**config.mk**
```make
export PLATFORM = sky130hd
export DESIGN_NAME = pwm_multi_channel_gen
export DESIGN_NICKNAME = d
export VERILOG_FILES = /design/src/rtl/pwm_pkg.sv /design/src/rtl/pwm_duty_ctrl.sv /design/src/rtl/pwm_multi_channel_gen.sv
export SDC_FILE = /design/constraint.sdc
export NUM_CORES = 1
export LEC_CHECK = 0
export CAP_MARGIN = 20
export CORE_ASPECT_RATIO = 1.75
export CORE_MARGIN = 1.5
export CORE_UTILIZATION = 31
export DETAILED_ROUTE_END_ITERATION = 10
export SETUP_SLACK_MARGIN = 0.05
export SLEW_MARGIN = 15
export SYNTH_ARGS = -nofsm -noshare
export SYNTH_HDL_FRONTEND = slang
export SYNTH_HIERARCHICAL = 1
export SYNTH_SLANG_ARGS = --single-unit
```
**constraint.sdc**
```tcl
create_clock -name clk -period 2.2 [get_ports clk]
set_input_delay 0.33 -clock clk [delete_from_list [all_inputs] [get_ports clk]]
set_output_delay 0.33 -clock clk [all_outputs]
set_load 0.05 [all_outputs]
```
**src/rtl/pwm_pkg.sv**
```systemverilog
// Shared types and constants for the multi-channel PWM generator.
// The prescaler limit helper turns a 3-bit divide exponent into a terminal count.
package pwm_pkg;

   typedef enum logic {
      PWM_EDGE   = 1'b0,
      PWM_CENTER = 1'b1
   } pwm_mode_e;

   localparam int CONF_W  = 3;
   localparam int PRESC_W = 7;

   // Terminal prescaler count for a divide-by-2^conf tick (0 -> tick every clock).
   function automatic logic [PRESC_W-1:0] presc_limit(input logic [CONF_W-1:0] conf);
      logic [PRESC_W:0] one;
      one = {{PRESC_W{1'b0}}, 1'b1};
      return PRESC_W'((one << conf) - one);
   endfunction

endpackage

```
**src/rtl/pwm_duty_ctrl.sv**
```systemverilog
// One PWM channel: button edge detection, saturating duty shadow, period-boundary
// duty load and the registered compare output.
module pwm_duty_ctrl
   import pwm_pkg::*;
#(
   parameter int WIDTH    = 8,
   parameter int STEP     = 1,
   parameter int DUTY_RST = 0
) (
   input  logic             clk,
   input  logic             rst,
   input  logic             ena,
   input  logic             xu,
   input  logic             xd,
   input  logic             boundary,
   input  logic [WIDTH-1:0] cnt,
   output logic [WIDTH-1:0] duty,
   output logic             pwm
);

   localparam logic [WIDTH:0]   PMAX_X     = {1'b0, {WIDTH{1'b1}}};
   localparam logic [WIDTH:0]   STEP_X     = (WIDTH+1)'(STEP);
   localparam logic [WIDTH-1:0] DUTY_RST_W = WIDTH'(DUTY_RST);

   logic             xu_q;
   logic             xd_q;
   logic             rise_u;
   logic             rise_d;
   logic [WIDTH-1:0] duty_sh;
   logic [WIDTH-1:0] duty_act;
   logic [WIDTH-1:0] duty_next;
   logic [WIDTH:0]   sum_up;
   logic [WIDTH:0]   diff_dn;

   // Saturation is decided one bit wider than the duty so nothing wraps.
   always_comb begin
      rise_u    = ena & xu & ~xu_q;
      rise_d    = ena & xd & ~xd_q;
      sum_up    = {1'b0, duty_sh} + STEP_X;
      diff_dn   = {1'b0, duty_sh} - STEP_X;
      duty_next = duty_sh;
      if (rise_u && !rise_d) begin
         duty_next = (sum_up > PMAX_X) ? {WIDTH{1'b1}} : sum_up[WIDTH-1:0];
      end else if (rise_d && !rise_u) begin
         duty_next = ({1'b0, duty_sh} < STEP_X) ? '0 : diff_dn[WIDTH-1:0];
      end
   end

   always_ff @(posedge clk) begin
      if (rst) begin
         xu_q     <= 1'b0;
         xd_q     <= 1'b0;
         duty_sh  <= DUTY_RST_W;
         duty_act <= DUTY_RST_W;
         pwm      <= 1'b0;
      end else begin
         xu_q    <= xu;
         xd_q    <= xd;
         duty_sh <= duty_next;
         if (boundary) begin
            duty_act <= duty_sh;
         end
         pwm <= ena & (cnt < duty_act);
      end
   end

   assign duty = duty_sh;

endmodule

```
**src/rtl/pwm_multi_channel_gen.sv**
```systemverilog
// NCH PWM channels sharing one prescaled edge/center-aligned counter; mode and
// prescaler settings are shadowed and only take effect at period boundaries.
module pwm_multi_channel_gen
   import pwm_pkg::*;
#(
   parameter int WIDTH    = 8,
   parameter int NCH      = 4,
   parameter int STEP     = 1,
   parameter int DUTY_RST = 0
) (
   input  logic                 clk,
   input  logic                 rst,
   input  logic                 ena,
   input  logic [NCH-1:0]       xu,
   input  logic [NCH-1:0]       xd,
   input  logic [CONF_W-1:0]    conf,
   input  logic                 mode,
   output logic [NCH-1:0]       pwm,
   output logic [NCH*WIDTH-1:0] duty_o,
   output logic                 period_start
);

   localparam logic [WIDTH-1:0] CNT_TOP = {{(WIDTH-1){1'b1}}, 1'b0};
   localparam logic [WIDTH-1:0] CNT_ONE = WIDTH'(1);

   logic [WIDTH-1:0]   cnt;
   logic [WIDTH-1:0]   cnt_next;
   logic               dir_down;
   logic               dir_down_next;
   logic [PRESC_W-1:0] presc;
   logic [PRESC_W-1:0] presc_next;
   pwm_mode_e          mode_act;
   logic [CONF_W-1:0]  conf_act;
   logic               tick;
   logic               boundary;

   // Center mode turns around at CNT_TOP and ends its period on the 1 -> 0 step.
   always_comb begin
      tick          = ena && (presc == presc_limit(conf_act));
      boundary      = 1'b0;
      cnt_next      = cnt;
      dir_down_next = dir_down;
      presc_next    = presc;
      if (ena) begin
         presc_next = tick ? '0 : presc + PRESC_W'(1);
      end
      if (tick) begin
         if (mode_act == PWM_EDGE) begin
            if (cnt == CNT_TOP) begin
               boundary = 1'b1;
               cnt_next = '0;
            end else begin
               cnt_next = cnt + WIDTH'(1);
            end
         end else if (!dir_down) begin
            if (cnt == CNT_TOP) begin
               dir_down_next = 1'b1;
               cnt_next      = cnt - WIDTH'(1);
            end else begin
               cnt_next = cnt + WIDTH'(1);
            end
         end else begin
            if (cnt == CNT_ONE) begin
               boundary      = 1'b1;
               dir_down_next = 1'b0;
               cnt_next      = '0;
            end else begin
               cnt_next = cnt - WIDTH'(1);
            end
         end
      end
   end

   always_ff @(posedge clk) begin
      if (rst) begin
         cnt          <= '0;
         dir_down     <= 1'b0;
         presc        <= '0;
         mode_act     <= PWM_EDGE;
         conf_act     <= '0;
         period_start <= 1'b0;
      end else begin
         cnt          <= cnt_next;
         dir_down     <= dir_down_next;
         presc        <= presc_next;
         period_start <= boundary;
         if (boundary) begin
            mode_act <= pwm_mode_e'(mode);
            conf_act <= conf;
         end
      end
   end

   generate
      for (genvar gi = 0; gi < NCH; gi++) begin : g_ch
         pwm_duty_ctrl #(
            .WIDTH    (WIDTH),
            .STEP     (STEP),
            .DUTY_RST (DUTY_RST)
         ) u_duty_ctrl (
            .clk      (clk),
            .rst      (rst),
            .ena      (ena),
            .xu       (xu[gi]),
            .xd       (xd[gi]),
            .boundary (boundary),
            .cnt      (cnt),
            .duty     (duty_o[gi*WIDTH +: WIDTH]),
            .pwm      (pwm[gi])
         );
      end
   endgenerate

endmodule

```
==> Yosys cells after proc, flatten, opt, wreduce, memory -nomap -nowiden <==
Cells that the tools add are included.
{ "classes": {"n_reduce_logical": 22, "mux": 29, "n_addsub": 12, "div": 0, "multipliers": 0, "n_shift": 1, "n_bitwise": 28, "n_eq_ne": 3, "magnitude_cmp": 12} }
{ "ops": {"columns": ["cell", "count"], "rows": [
  ["2-to-1 mux 8 bit", 21],
  ["subtractor 8 x 1 -> 8 bit, second input constant", 5],
  ["adder 8 x 1 -> 9 bit, second input constant", 4],
  ["greater-than comparator 9 x 8 -> 1 bit, second input constant", 4],
  ["less-than comparator 8 x 1 -> 1 bit, second input constant", 4],
  ["less-than comparator 8 bit", 4],
  ["AND 1 bit", 20],
  ["logical AND 1 bit", 9],
  ["adder 8 x 1 -> 8 bit, second input constant", 1],
  ["== test 8 x 1 -> 1 bit, second input constant", 1],
  ["== test 8 bit, second input constant", 1],
  ["zero test 1 bit", 8],
  ["NOT 1 bit", 8],
  ["nonzero test 2 bit", 4],
  ["adder 7 x 1 -> 7 bit, second input constant", 1],
  ["== test 7 bit", 1],
  ["2-to-1 mux 1 bit", 7],
  ["2-to-1 mux 7 bit", 1],
  ["left shift 1 x 3 -> 7 bit, first input constant", 1],
  ["subtractor 7 x 1 -> 7 bit, second input constant", 1],
  ["AND reduction 2 bit", 1]
]} }
{ "totals": {"ramBits": 0, "reg_bits": 97, "memories": 0, "out_inout_bits": 37, "latchBits": 0, "inputBits": 15, "romBits": 0, "elab_cells": 133} }

==> Depth between registers and ports, before layout <==
Gate-level depths: netlist of run 1.
{ "logic_depth": {"word_depth": 6, "depth_mapped": 9, "mapped_depth_nobuf": 8} }

==> Hierarchy <==
The synthesis of run 1 kept the hierarchy.
{ "by_module_without_submodules": {"columns": ["mod", "n_inst", "cells_per_inst", "area_each_um2", "seq_area_each_um2"], "rows": [
  ["pwm_duty_ctrl", 4, 157, 1276.2, 380.4],
  ["pwm_multi_channel_gen", 1, 179, 1412.6, 420.4]
]} }

==> Worst setup path after synthesis of run 1 <==
OpenSTA, ideal clock, no wires.
{ "synth_path": {"path_type": "register to register", "from": "reg cnt[1]", "to": "reg g_ch[0].u_duty_ctrl.duty_act[0]", "required_time_ns": 2.072, "path_stages_with_launch": 10, "n_path_buf": 1, "period_less_slack_ns": 2.381, "arrival_ns": 2.254, "setup_time_ns": 0.128, "setup_slack_ns": -0.181, "cell_sequence": "dfxtp_1 -> inv_1 -> ha_1 -> nor4bb_1 -> and3_1 -> a21oi_1 -> nor4_4 -> clkbuf_1 -> mux2i_1 -> nor2_1"} }
{ "synth_between": {"elab_chain_cells": 5, "word_cells_on_any_way": 7, "classes_between": "eq/ne: 2; mux: 5"} }
{ "synth_lines": {"columns": ["element", "line_no", "text"], "rows": [
  ["start, declared", "pwm_multi_channel_gen.sv:26", "logic [WIDTH-1:0] cnt;"],
  ["start signal, assigned", "pwm_multi_channel_gen.sv:83", "cnt <= cnt_next;"],
  ["== test 8 x 1 -> 1 bit", "pwm_multi_channel_gen.sv:63", "if (cnt == CNT_ONE) begin"],
  ["2-to-1 mux 1 bit", "pwm_multi_channel_gen.sv:63", null],
  ["2-to-1 mux 1 bit", "pwm_multi_channel_gen.sv:55", "end else if (!dir_down) begin"],
  ["2-to-1 mux 1 bit *", "pwm_multi_channel_gen.sv:48", "if (mode_act == PWM_EDGE) begin"],
  ["2-to-1 mux 1 bit *", "pwm_multi_channel_gen.sv:47", "if (tick) begin"],
  ["named net boundary", "pwm_multi_channel_gen.sv:35", "logic boundary;"],
  ["end signal, assigned", "pwm_duty_ctrl.sv:61", "duty_act <= duty_sh;"],
  ["end, declared", "pwm_duty_ctrl.sv:30", "logic [WIDTH-1:0] duty_act;"]
]} }
The timed path passes the listed nets; every way through them passes the cells marked *.
A chain may end at the register's enable or synchronous reset.

==> Worst setup path after layout of run 1 <==
{ "layout_path": {"from": "reg conf_act[1]", "to": "reg g_ch[2].u_duty_ctrl.duty_act[6]"} }
{ "layout_between": {"elab_chain_cells": 5} }
{ "layout_lines": {"columns": ["element", "line_no", "text"], "rows": [
  ["start, declared", "pwm_multi_channel_gen.sv:33", "logic [CONF_W-1:0] conf_act;"],
  ["start signal, assigned", "pwm_multi_channel_gen.sv:89", "conf_act <= conf;"],
  ["left shift 1 x 3 -> 7 bit", "pwm_pkg.sv:17", "return PRESC_W'((one << conf) - one);"],
  ["subtractor 7 x 1 -> 7 bit", "pwm_pkg.sv:17", null],
  ["== test 7 bit", "pwm_multi_channel_gen.sv:39", "tick = ena && (presc == presc_limit(conf_act));"],
  ["logical AND 1 bit", "pwm_multi_channel_gen.sv:39", null],
  ["2-to-1 mux 1 bit", "pwm_multi_channel_gen.sv:47", null],
  ["named net boundary", "pwm_multi_channel_gen.sv:35", null],
  ["end signal, assigned", "pwm_duty_ctrl.sv:61", null],
  ["end, declared", "pwm_duty_ctrl.sv:30", null]
]} }
The timed path passes the listed nets, and every way through them passes these cells.

==> flow_summary.yaml, run 1 <==
outcome:
  status: "finished clean"
critical_path:
  critPathKind: "flip-flop to flip-flop"
  crit_fanout: 8
  crit_required_ns: 2.43
  setup.worst_path.end_class: "flip-flop"
  worstPathArrival_ns: 2.35
  worstSetupStartpointType: "flip-flop"
  r2r_slack_ns: 0.08
cts:
  numCtsBuffers: 9
  clock_tree.root_cell: "clkbuf_16"
  hold_buffers: 0
  tritoncts: "done"
  clk_pin_slew_ns: 0.07
  cts_buffer_depth: 2
  clock_latency_ns: 0.35
  clkSinkCount: 97
  htreeDepth: 3
grt:
  grt_overflow_total: 0
  grtUsageTotal_pct: 16.72
  grt_pass1_vias: 6121
  grt_max_degree: 34
  grt_pass1_wl_um: 29860
  antenna_found_initial: 0
synthesis:
  syn_avg_cell_area_um2: 8.076
  synth_xor_area_share_pct: 0.9407
  async_reset_ff_share_pct: 0
  synth_top_family_by_area: "simple AND/OR/NAND/NOR gates"
  muxShareOfSynthArea_pct: 6.834
  synth_compound_area_share_pct: 21.90
  syn_nets: 867
  synth-edff-count: 0
  yosys.area_share.adder_pct: 8.639
  yosysUniqueCellTypes: 66
  synth_area_mm2: 0.006518
  synth_flop_cell: "dfxtp_1"
  netlist_instances: 807
  synth-seq-cells: 97
  yosysSeqAreaShare_pct: 29.79
  yosysWarnings: 6
  synth_simple_gate_area_share_pct: 24.59
floorplanning:
  num_io_pins: 52
  placementRows: 70
  core_mm2: 0.02076
  dieArea_mm2: 0.02194
  die_y_um: 194.8
  start_util_pct: 31.40
  die_w_um: 112.6
place:
  post-place-ws_ns: -0.1239
  postPlaceCellArea_mm2: 0.007749
  io_buffers: 51
  dpl.hpwl_um: 13290
  globalplace.congestion: 0.9351
pwr:
  seqPwrFrac_pct: 37.2
  leakagePower_nw: 3.053
  ir_worst_vdd_mv: 0.4044
  p_per_area_mw_per_mm2: 647.1
  pwr-share-clk_pct: 30.2
  netSwitchingFraction_pct: 35.23
  p_int_mw: 3.441
  p_switching_mw: 1.872
  combPwrFrac_pct: 32.7
final_layout:
  design_area_mm2: 0.008210
  final_cell_mix: "dfxtp_1 (91), nor2_1 (84), buf_4 (84)"
  area_growth_pct: 25.97
  fin_nets: 958
  diodes: 0
  final_common_cell: "dfxtp_1"
  n_fill_cell: 2108
  drive_gt1_share_pct: 16.17
route:
  ant_nets: 0
  dr.pass1.iters: 4
  drt_iter0_drc: 276
  wire_per_inst_um: 16.02
  drt-vias-per-instance: 5.445
  drt-total-wl_um: 18510
  vias: 6289
  drc: 0
timing:
  finalClockSkew_ns: 0.009219
  hold_viol: 0
  slew_headroom_pct: 66.05
  worst_slack_ns: 0.08435
  max_freq_mhz: 472.7
  drv_slew: 0
  worstMarginPinSlew_ns: 0.5076
  setup_viol: 0
  post-route-min-period_ns: 2.116
  period_share_pct: 96.17
  grt_setup_unrepaired: "true"
flow_run:
  maxCapViolations: 0
min_path:
  hold_class: "primary input to flip-flop"
per-stage QoR:
step	power (mW)	TNS [ns]	utilization, %	hold WS (ns)	cells
2_1_floorplan	3.151	-0.007849	-	0.4062	807
5_1_grt	5.617	0	39.55	0.3301	1155
3_5_place_dp	3.744	-4.486	37.33	0.4732	1133
6_report	5.313	0	39.55	0.3284	1155
4_1_cts	5.372	0	38.71	0.3249	1149
3_3_place_gp	3.738	-2.961	37.33	0.4660	1133
synthesized netlist by cell type, drive strengths merged (2+ instances only):
library cell	n	share of area, %
a2111oi	5	0.77
a32oi	4	0.54
o211ai	7	0.81
nand4b	4	0.54
dfxtp	97	30
mux2	4	0.69
nor3	35	3.8
clkbuf	33	1.9
a311oi	7	1.4
o31ai	10	1.2
xnor2	3	0.40
or3	7	0.67
o31a	4	0.54
nand4	13	1.2
nor2b	12	1.2
a221oi	8	1.1
a21oi	50	3.9
mux2i	40	6.1
inv	48	2.8
a21o	12	1.4
o32a	4	0.61
buf	28	2.6
ha	45	8.6
nand2	52	3.0
and3	11	1.1
nand3	26	2.0
and2	2	0.19
o21ai	36	2.8
o21a	5	0.58
nand3b	13	1.5
nor4	2	0.42
a41oi	4	0.54
or4b	4	0.61
a211oi	13	1.5
nor2	85	4.9
nor4bb	5	0.77
and4	5	0.71
xor2	4	0.54
nand2b	10	0.96
a31oi	29	2.8
nor4b	4	0.54
o22ai	6	0.58
repair_timing:
| item | CTS | global route |
|---|---|---|
| pin swaps | 0 | 5 |
| endpoints found under the hold margin | 0 | 0 |
| gates resized for setup | 6 | 29 |
| cloned | 0 | 3 |
| buffers inserted | 0 | 3 |
| setup endpoints to repair | 7 | 52 |
sequential cells by signal (all words and copies together), names as in the netlist:
name                       count
presc                          7
g_ch.u_duty_ctrl/duty         32
period_start                   1
conf_act                       3
mode_act                       1
cnt                            8
g_ch.u_duty_ctrl/pwm           4
g_ch.u_duty_ctrl/duty_act     32
g_ch.u_duty_ctrl/xu_q          4
dir_down                       1
g_ch.u_duty_ctrl/xd_q          4
metal layers:
layer / global-route usage [%] / wire, um / up-vias
met1: 18.37 / 7508 / 2966
met2: 30.49 / 9634 / 126
met5: 0 / 0 / -
met3: 1.871 / 546 / 53
li1: - / - / 3144
met4: 9.892 / 815 / 0
cell type report:
class,instances,area [um^2],area share [%]
clock buffer,12,236.5,2.880
clock inverter,4,53.80,0.6553
inverter,48,180.2,2.194
multi-input combinational,601,4173,50.82
sequential,97,1957,23.83
tap,252,315.3,3.840
timing repair buffer,141,1295,15.77
power groups by stage:
stage / clock network, mW / registers, mW / logic [mW]
2_1_floorplan: 0 / 2.17 / 0.978
6_report: 1.60 / 1.97 / 1.74
3_3_place_gp: 0 / 2.02 / 1.72
5_1_grt: 1.72 / 1.99 / 1.90
4_1_cts: 1.67 / 1.98 / 1.73
3_5_place_dp: 0 / 2.02 / 1.73
final timing paths:
| path | from | to | depth (start not counted) |
|---|---|---|---|
| worst max-delay path | conf_act[1] | g_ch[2].u_duty_ctrl/duty_act[6] | 8 |
| worst min-delay path | rst | g_ch[3].u_duty_ctrl/duty_act[4] | 2 |
| worst max register to register | conf_act[1] | g_ch[2].u_duty_ctrl/duty_act[6] | 8 |
| worst min register to register | cnt[0] | cnt[0] | 2 |
critical path, stage by stage, from the launching register on:
cell and delay [ns]:
dfxtp_4 0.37, or4_4 0.51, nor2_2 0.10, a21oi_2 0.07
nor4_4 0.35, buf_6 0.19, clkbuf_16 0.18, mux2i_1 0.18
nor2_1 0.05
cell families (layout without fill, tap and decap cells):
logic type                 count (synthesis)  after routing
AOI/OAI and AO/OA                        211            211
xor gates and xnor gates                   7              7
adders and majority gates                 45             45
buffers and inverters                    109            205
DFF                                       97             97
muxes                                     44             44
and+or+nand+nor                          294            294
Power figures use the tool's default switching activity.
==> inputs of run 2 (changes only) <==
- PLACE_DENSITY: not set -> 0.49
==> run 2 against run 1 <==
Effect of this change:
- critical path depth shrank 7
- power rose by 1.0%
- flip-flop and latch count unchanged
- sequential power barely moved
- critical endpoint is now duty_o[12]
- hold slack better by 0.048 ns
- highest routed layer unchanged
==> flow_summary.yaml, run 2 (synthesis gave the netlist of run 1 again) <==
outcome:
  status: "finished clean"
route:
  drt-vias-per-instance: 5.396
  dr.pass1.iters: 5
  vias: 6259
  drt_iter0_drc: 348
  wire_per_inst_um: 16.76
  drc: 0
  ant_nets: 0
  drt-total-wl_um: 19440
critical_path:
  worstPathArrival_ns: 1.76
  crit_family: "buffers and inverters"
  cp_cell_sequence: "clkdlybuf4s50_1"
  critPathBufInv: 1
  r2r_slack_ns: 0.13
  worstSetupStartpointType: "flip-flop"
  slowest_stage: "clkdlybuf4s50_1"
  crit_required_ns: 1.87
  critPathKind: "flip-flop to output pin"
  setup.worst_path.end_class: "output pin"
  r2r-end: "cnt[2]"
  rr_startpoint: "cnt[0]"
  r2r_cells: 7
  max_stage_delay_ns: 0.88
  crit_fanout: 7
place:
  post-place-ws_ns: -0.1898
  dpl.hpwl_um: 14240
  postPlaceCellArea_mm2: 0.007811
  globalplace.congestion: 0.8850
  io_buffers: 51
timing:
  slew_headroom_pct: 66.27
  finalClockSkew_ns: 0.008150
  hold_ws_ns: 0.3760
  max_freq_mhz: 478.7
  setup_tns_ns: 0
  hold_viol: 0
  post-route-min-period_ns: 2.089
  setup_viol: 0
  worstMarginPinSlew_ns: 0.5051
  grt_setup_unrepaired: "true"
  drv_slew: 0
  period_share_pct: 94.96
  worst_slack_ns: 0.1110
grt:
  grtUsageTotal_pct: 17.87
  antenna_found_initial: 0
  grt_pass1_vias: 6243
  grt_overflow_total: 0
  grt_max_degree: 25
  gr-usage-met2_pct: 33.72
  grt_pass1_wl_um: 31490
  top_usage_layer: "met2"
  grt_util_met3_pct: 2.401
  grt_use_met1_pct: 19.35
final_layout:
  multi_input_area_mm2: 0.004192
  area_growth_pct: 26.68
  diodes: 0
  register_area_mm2: 0.001953
  n_fill_cell: 2164
  final_cell_mix: "dfxtp_1 (92), buf_4 (87), nor2_1 (84)"
  fin_nets: 963
  design_area_mm2: 0.008257
  final_common_cell: "dfxtp_1"
  drive_gt1_share_pct: 16.96
min_path:
  hold_depth: 2
  hold_class: "primary input to flip-flop"
  min_from: "rst"
  min_delay_worst_endpoint: "g_ch[3].u_duty_ctrl/duty_act[7]"
floorplanning:
  dieArea_mm2: 0.02194
  die_w_um: 112.6
  die_y_um: 194.8
  start_util_pct: 31.40
  core_mm2: 0.02076
  placementRows: 70
  num_io_pins: 52
pwr:
  leakagePower_nw: 3.054
  total_power_mw: 5.369
  ir_worst_vdd_mv: 0.2938
  p_per_area_mw_per_mm2: 650.2
cts:
  clock_tree.root_cell: "clkbuf_16"
  clkSinkCount: 97
  clk_pin_slew_ns: 0.07
  clock_latency_ns: 0.36
  cts_buffer_depth: 2
  tritoncts: "done"
  htreeDepth: 3
  numCtsBuffers: 9
flow_run:
  maxCapViolations: 0
run 2: cell types whose count changed in the layout (fill, tap and decap cells not counted), moves of 2 or more:
cell | before | now
clkbuf_1 | 3 | 1
buf_4 | 84 | 87
dlygate4sd2_1 | 5 | 9
clkinvlp_4 | 2 | 4
dlymetal6s2s_1 | 3 | 1
run 2: power breakdown:
part | switching (mW) | internal [mW] | total (mW)
Sequential | 0.161 | 1.83 | 2.00
Combinational | 1.02 | 0.718 | 1.73
Clock | 0.754 | 0.885 | 1.64
Total | 1.93 | 3.44 | 5.37
run 2: final cells by class:
cell class / count / share of cell area (%)
clock inverters: 6 / 0.8335
inverters: 48 / 2.182
well taps: 252 / 3.819
flip-flops and latches: 97 / 23.66
multi-input cells: 601 / 50.77
clock buffers: 10 / 2.773
repair buffers: 146 / 15.97
run 2: routing by layer:
layer / vias to the layer above / share of wire (%)
li1: 3143 / -
met3: 32 / 2.2
met2: 123 / 54
met1: 2961 / 40
met4: 0 / 3.0
met5: - / 0
run 2: what timing repair did:
item	CTS	global route
gates resized for setup	20	20
hold endpoints to repair	0	0
gates cloned	1	1
endpoints found under the setup margin	41	45
pin swaps	2	7
hold buffers	0	0
buffers inserted	1	0
run 2: per-stage QoR:
stage | instances | util [%]
after floorplan | 807 | -
after global placement | 1141 | 37.63
after detailed placement | 1141 | 37.63
after CTS | 1159 | 39.23
after global routing | 1160 | 39.78
final | 1160 | 39.78
run 2: how the worst max path moves through the flow:
stage,to,startpoint,depth (start not counted)
after floorplan,g_ch[0].u_duty_ctrl/duty_act[0],cnt[1],9
after global placement,g_ch[0].u_duty_ctrl/duty[5],ena,8
after detailed placement,g_ch[0].u_duty_ctrl/duty[5],ena,8
after CTS,g_ch[0].u_duty_ctrl/duty_act[2],cnt[1],10
after global routing,g_ch[2].u_duty_ctrl/duty_act[0],presc[1],8
final,duty_o[12],g_ch[1].u_duty_ctrl/duty[4],1
run 2: worst reg2reg max path, delay by kind of cell (launching register included):
| kind | cells | cell delay (ns) |
|---|---|---|
| and+or+nand+nor | 3 | 1.10 |
| buffers and inverters | 1 | 0.08 |
| DFF | 1 | 0.35 |
| adders and majority gates | 1 | 0.18 |
| AOI/OAI and AO/OA | 2 | 0.29 |
==> patch 1: new RTL, flow settings as in run 2 <==
The output `period_start` loses its register stage (`period_start` becomes a continuous assignment).
--- a/src/rtl/pwm_multi_channel_gen.sv
+++ b/src/rtl/pwm_multi_channel_gen.sv
@@ -78,18 +78,18 @@
          presc        <= '0;
          mode_act     <= PWM_EDGE;
          conf_act     <= '0;
-         period_start <= 1'b0;
       end else begin
          cnt          <= cnt_next;
          dir_down     <= dir_down_next;
          presc        <= presc_next;
-         period_start <= boundary;
          if (boundary) begin
             mode_act <= pwm_mode_e'(mode);
             conf_act <= conf;
          end
       end
    end
+
+   assign period_start = boundary;
 
    generate
       for (genvar gi = 0; gi < NCH; gi++) begin : g_ch
Behaviour: no difference found for any inputs over 4 cycles, from zero or initial values and one cycle with rst high; that may be too few to reach the edited logic, so the function may still have changed.
==> patch 1 against run 2 <==
The flow now finishes with violations (setup timing); sequential share of layout area shrank 1.5 points; sequential cell count shrank 1; final area grew 5.5%; count of clock-buffer cells in the layout grew 1; utilization grew 1.7 points; total power grew 1.5%; synthesized area grew 2.4%; wire length grew 4.4%; setup slack lost 0.45 ns; fmax shrank 18%; critical path type unchanged; critical endpoint is now period_start; largest power group unchanged.
==> patch 1: results (changes against run 2) <==
Routing
  – Final wirelength: 20.3 mm (+4.4%)
  – Vias per cell: 5.50 (+1.9%)
  – Drt pass-1 iters: 6 (+1)

Place
  – Gpl congestion: 0.896 (+1.2%)
  – Dpl hpwl: 15.0 mm (+5.0%)
  – Placed inst area: 0.00822 mm2 (+5.3%)

Setup path
  – Flop2flop setup slack: -0.20 ns (-0.33 ns)
  – Worst path slowest cell: or4_4
  – Critical R2R Launch: conf_act[2]
  – WP data arrival: 2.21 ns (+0.45 ns)
  – Largest stage delay on the critical path: 0.54 ns (-0.34 ns)
  – Setup crit end: period_start
  – Crit-path max FO: 5 (-2)

Global route
  – GRT Resource Usage Total: 18.4% (+0.56 points)
  – Met3 Use GR: 2.45% (+0.054 points)
  – Largest net degree at the start of global routing: 56 (+120%)

Power
  – LEAKAGE: 0.00331 uW (+8.5%)
  – VDD IR-drop max: 377 uV (+28%)

Hold path
  – Hold_sp: g_ch[3].u_duty_ctrl/duty_act[6]
  – Worst Hold End: g_ch[3].u_duty_ctrl/duty_act[6]
  – Worst hold path class: flop to flop

Synthesis
  – Top post-synthesis cells by count: 96 x dfxtp_1, 79 x nor2_1, 53 x inv_1
  – Sequential share of the synthesized area: 28.8% (-0.99 points)
  – Synth area leaders: dfxtp_1 29%, ha_1 8.4%, mux2i_1 5.6%
  – Synthesized area per cell: 8.15 um2 (+0.88%)

Cells and area
  – Finished Layout Cells: 1202 (+3.6%)
  – Nets: 1005 (+4.4%)
  – Share of layout cells above drive strength 1: 19.9% (+2.9 points)
  – Filler cells: 2180 (+0.74%)

Run status
  – Run status: complete, but fails checks
  – Failing checks: setup timing

STA
  – Final setup violation count: 33 (+33)
  – Clk_skew: 0.0109 ns (+0.00272 ns)
  – Setup WS post-layout: -0.342 ns (-0.453 ns)
  – Max_slew headroom: 54.7% (-12 points)
## patch 1: cell types whose count changed after synthesis, sizes merged, moves of 3 or more
cell | run 2 | this run
o31ai | 10 | 20
o211ai | 7 | 10
or4 | 1 | 4
inv | 48 | 54
a21oi | 50 | 46
nor2 | 85 | 79
nand2 | 52 | 44
nand3 | 26 | 23
nand4 | 13 | 18
## patch 1: final cells by class
| type | instances | area (um2) | area share [%] |
|---|---|---|---|
| clock buffers | 11 | 253 | 2.90 |
| clock inverters | 5 | 61.3 | 0.704 |
| inverters | 54 | 203 | 2.33 |
| multi-input cells | 606 | 4340 | 49.8 |
| flip-flops and latches | 96 | 1930 | 22.2 |
| well taps | 252 | 315 | 3.62 |
| repair buffers | 178 | 1610 | 18.5 |
## patch 1: worst max-delay path: cells and delay by family, from the launching register on
family        cells  cell delay (ns)
buf+inv           2             0.24
flops             1             0.34
mux               1             0.19
simple gates      4             1.09
## patch 1: what timing repair did
action                                 4_1_cts  5_1_grt
buffers inserted                             2        1
resized for setup                           18        7
setup endpoints to repair                   42       37
endpoints found under the hold margin        0        0
pin swaps                                    4        1
cloned                                       2        1
## patch 1: routing by layer
layer	vias up	part of all wire, %	wire (um)
li1	3290	-	-
met1	3155	40	8070
met2	121	55	11300
met3	41	2.2	455
met4	0	2.6	521
met5	-	0	0
## patch 1: logic make-up after synthesis
logic type	after synthesis	share of synthesized area, %
adder cells (fa/ha/maj)	45	8.44
XOR/XNOR	8	1.05
multiplexers	43	6.73
buffers and inverters	117	7.48
flip-flops	96	28.8
AND/OR/NAND/NOR	288	24.3
AO/OA/AOI/OAI	222	23.2
## patch 1: report_power, final
group	switching (uW)	leakage [uW]	internal (uW)	total [uW]
clock	729	0.000157	952	1680
sequential	140	0.000782	1820	1960
combinational	1060	0.00237	749	1810
==> patch 2: new RTL, flow settings as in run 2 <==
Made on the original files. `CONF_W`: 3 -> 4.
--- a/src/rtl/pwm_pkg.sv
+++ b/src/rtl/pwm_pkg.sv
@@ -7,7 +7,7 @@
       PWM_CENTER = 1'b1
    } pwm_mode_e;
 
-   localparam int CONF_W  = 3;
+   localparam int CONF_W  = 4;
    localparam int PRESC_W = 7;
 
    // Terminal prescaler count for a divide-by-2^conf tick (0 -> tick every clock).
Ports: changed (resized conf); port bits go from 52 to 53. No check against the original RTL was run, so the function may have changed too.
==> patch 2 against run 2 <==
The flow now finishes with violations (setup timing); synthesized area grew 1.1%; total power grew 2.5%; sequential cell count grew 1; wire length shrank 1.3%; final area grew 2.9%; setup slack lost 0.46 ns; via count grew 2.2%; cell count grew 2.2%; critical endpoint is now g_ch[1].u_duty_ctrl/duty_act[4].
==> patch 2: results (changes against run 2) <==
STA
  – Clk_skew: 0.00776 ns (-0.000388 ns)
  – Setup WS post-layout: -0.354 ns (-0.465 ns)
  – Final setup violation count: 49 (+49)
  – Max_slew headroom: 63.0% (-3.3 points)

Synthesis
  – Syn nets: 877 (+1.2%)
  – Sequential share of the synthesized area: 29.8% (about the same)
  – Distinct cell type count after synthesis: 58 (-12%)
  – Synth Instances: 815 (+0.99%)
  – Top post-synthesis cells by count: 98 x dfxtp_1, 84 x nor2_1, 54 x nand2_1

Routing
  – WL met2: 10.5 mm (-0.78%)
  – Final wirelength: 19.2 mm (-1.3%)
  – Vias per cell: 5.39 (about the same)
  – Met3 routed WL: 359 um (-17%)
  – Wl on met1: 7.72 mm (-1.4%)
  – Initial DRC count: 300 (-14%)

Clock tree
  – Post-CTS Setup Bufs: 3 (+2)

Place
  – Gpl congestion: 0.804 (-9.1%)
  – Cells after DPL: 1165 (+2.1%)
  – Post-Place Worst Slack: -0.385 ns (-0.196 ns)

Setup path
  – Crit-path max FO: 5 (-2)

Run status
  – Failing checks: setup timing
  – Run status: complete, but fails checks

Cells and area
  – Share of layout cells above drive strength 1: 17.7% (+0.71 points)

Power
  – LEAKAGE: 0.00329 uW (+7.7%)
  – VDD IR-drop max: 384 uV (+31%)
## patch 2: stage by stage
step                      setup TNS (ns)  instance area, um2
final                             -14.39                8490
after detailed placement          -23.20                7960
after global routing              -19.18                8490
after global placement            -21.98                7960
after floorplan                   -23.80                6650
after CTS                         -14.63                8450
## patch 2: layout make-up
cell class	instances	area, um2	share of cell area [%]
inverter	49	184	2.17
timing repair buffer	161	1440	16.9
multi-input combinational	611	4260	50.1
tap	252	315	3.71
sequential	98	1970	23.2
clock buffer	10	229	2.70
clock inverter	5	104	1.22
## patch 2: power by group
| group | total (uW) | internal, uW | switching (uW) |
|---|---|---|---|
| registers | 2020 | 1850 | 172 |
| logic | 1660 | 684 | 973 |
| clock network | 1830 | 1110 | 720 |
| total | 5510 | 3640 | 1860 |
## patch 2: worst max-delay path: stages (launching register included)
cell,delay [ns]
dfxtp_1,0.31
or4_4,0.54
or4_4,0.45
o21a_4,0.24
nor4_4,0.30
buf_6,0.20
buf_12,0.14
mux2i_2,0.19
nor2_1,0.05
## patch 2: worst paths after layout
kind	startpoint	end	slack [ns]	depth (start not counted)
max	cnt[2]	g_ch[1].u_duty_ctrl/duty_act[4]	-0.35	8
max reg2reg	cnt[2]	g_ch[1].u_duty_ctrl/duty_act[4]	-0.35	8
min reg2reg	g_ch[0].u_duty_ctrl/duty_act[4]	g_ch[0].u_duty_ctrl/duty_act[4]	0.49	2
min	rst	g_ch[3].u_duty_ctrl/xu_q	0.41	2
## patch 2: kinds of logic after synthesis
group	after synthesis	synth area share (%)
compound gates	208	21.2
xor+xnor	12	1.60
fa+ha+maj	46	8.74
buf+inv	106	6.92
flops	98	29.8
mux	46	7.07
simple gates	299	24.7
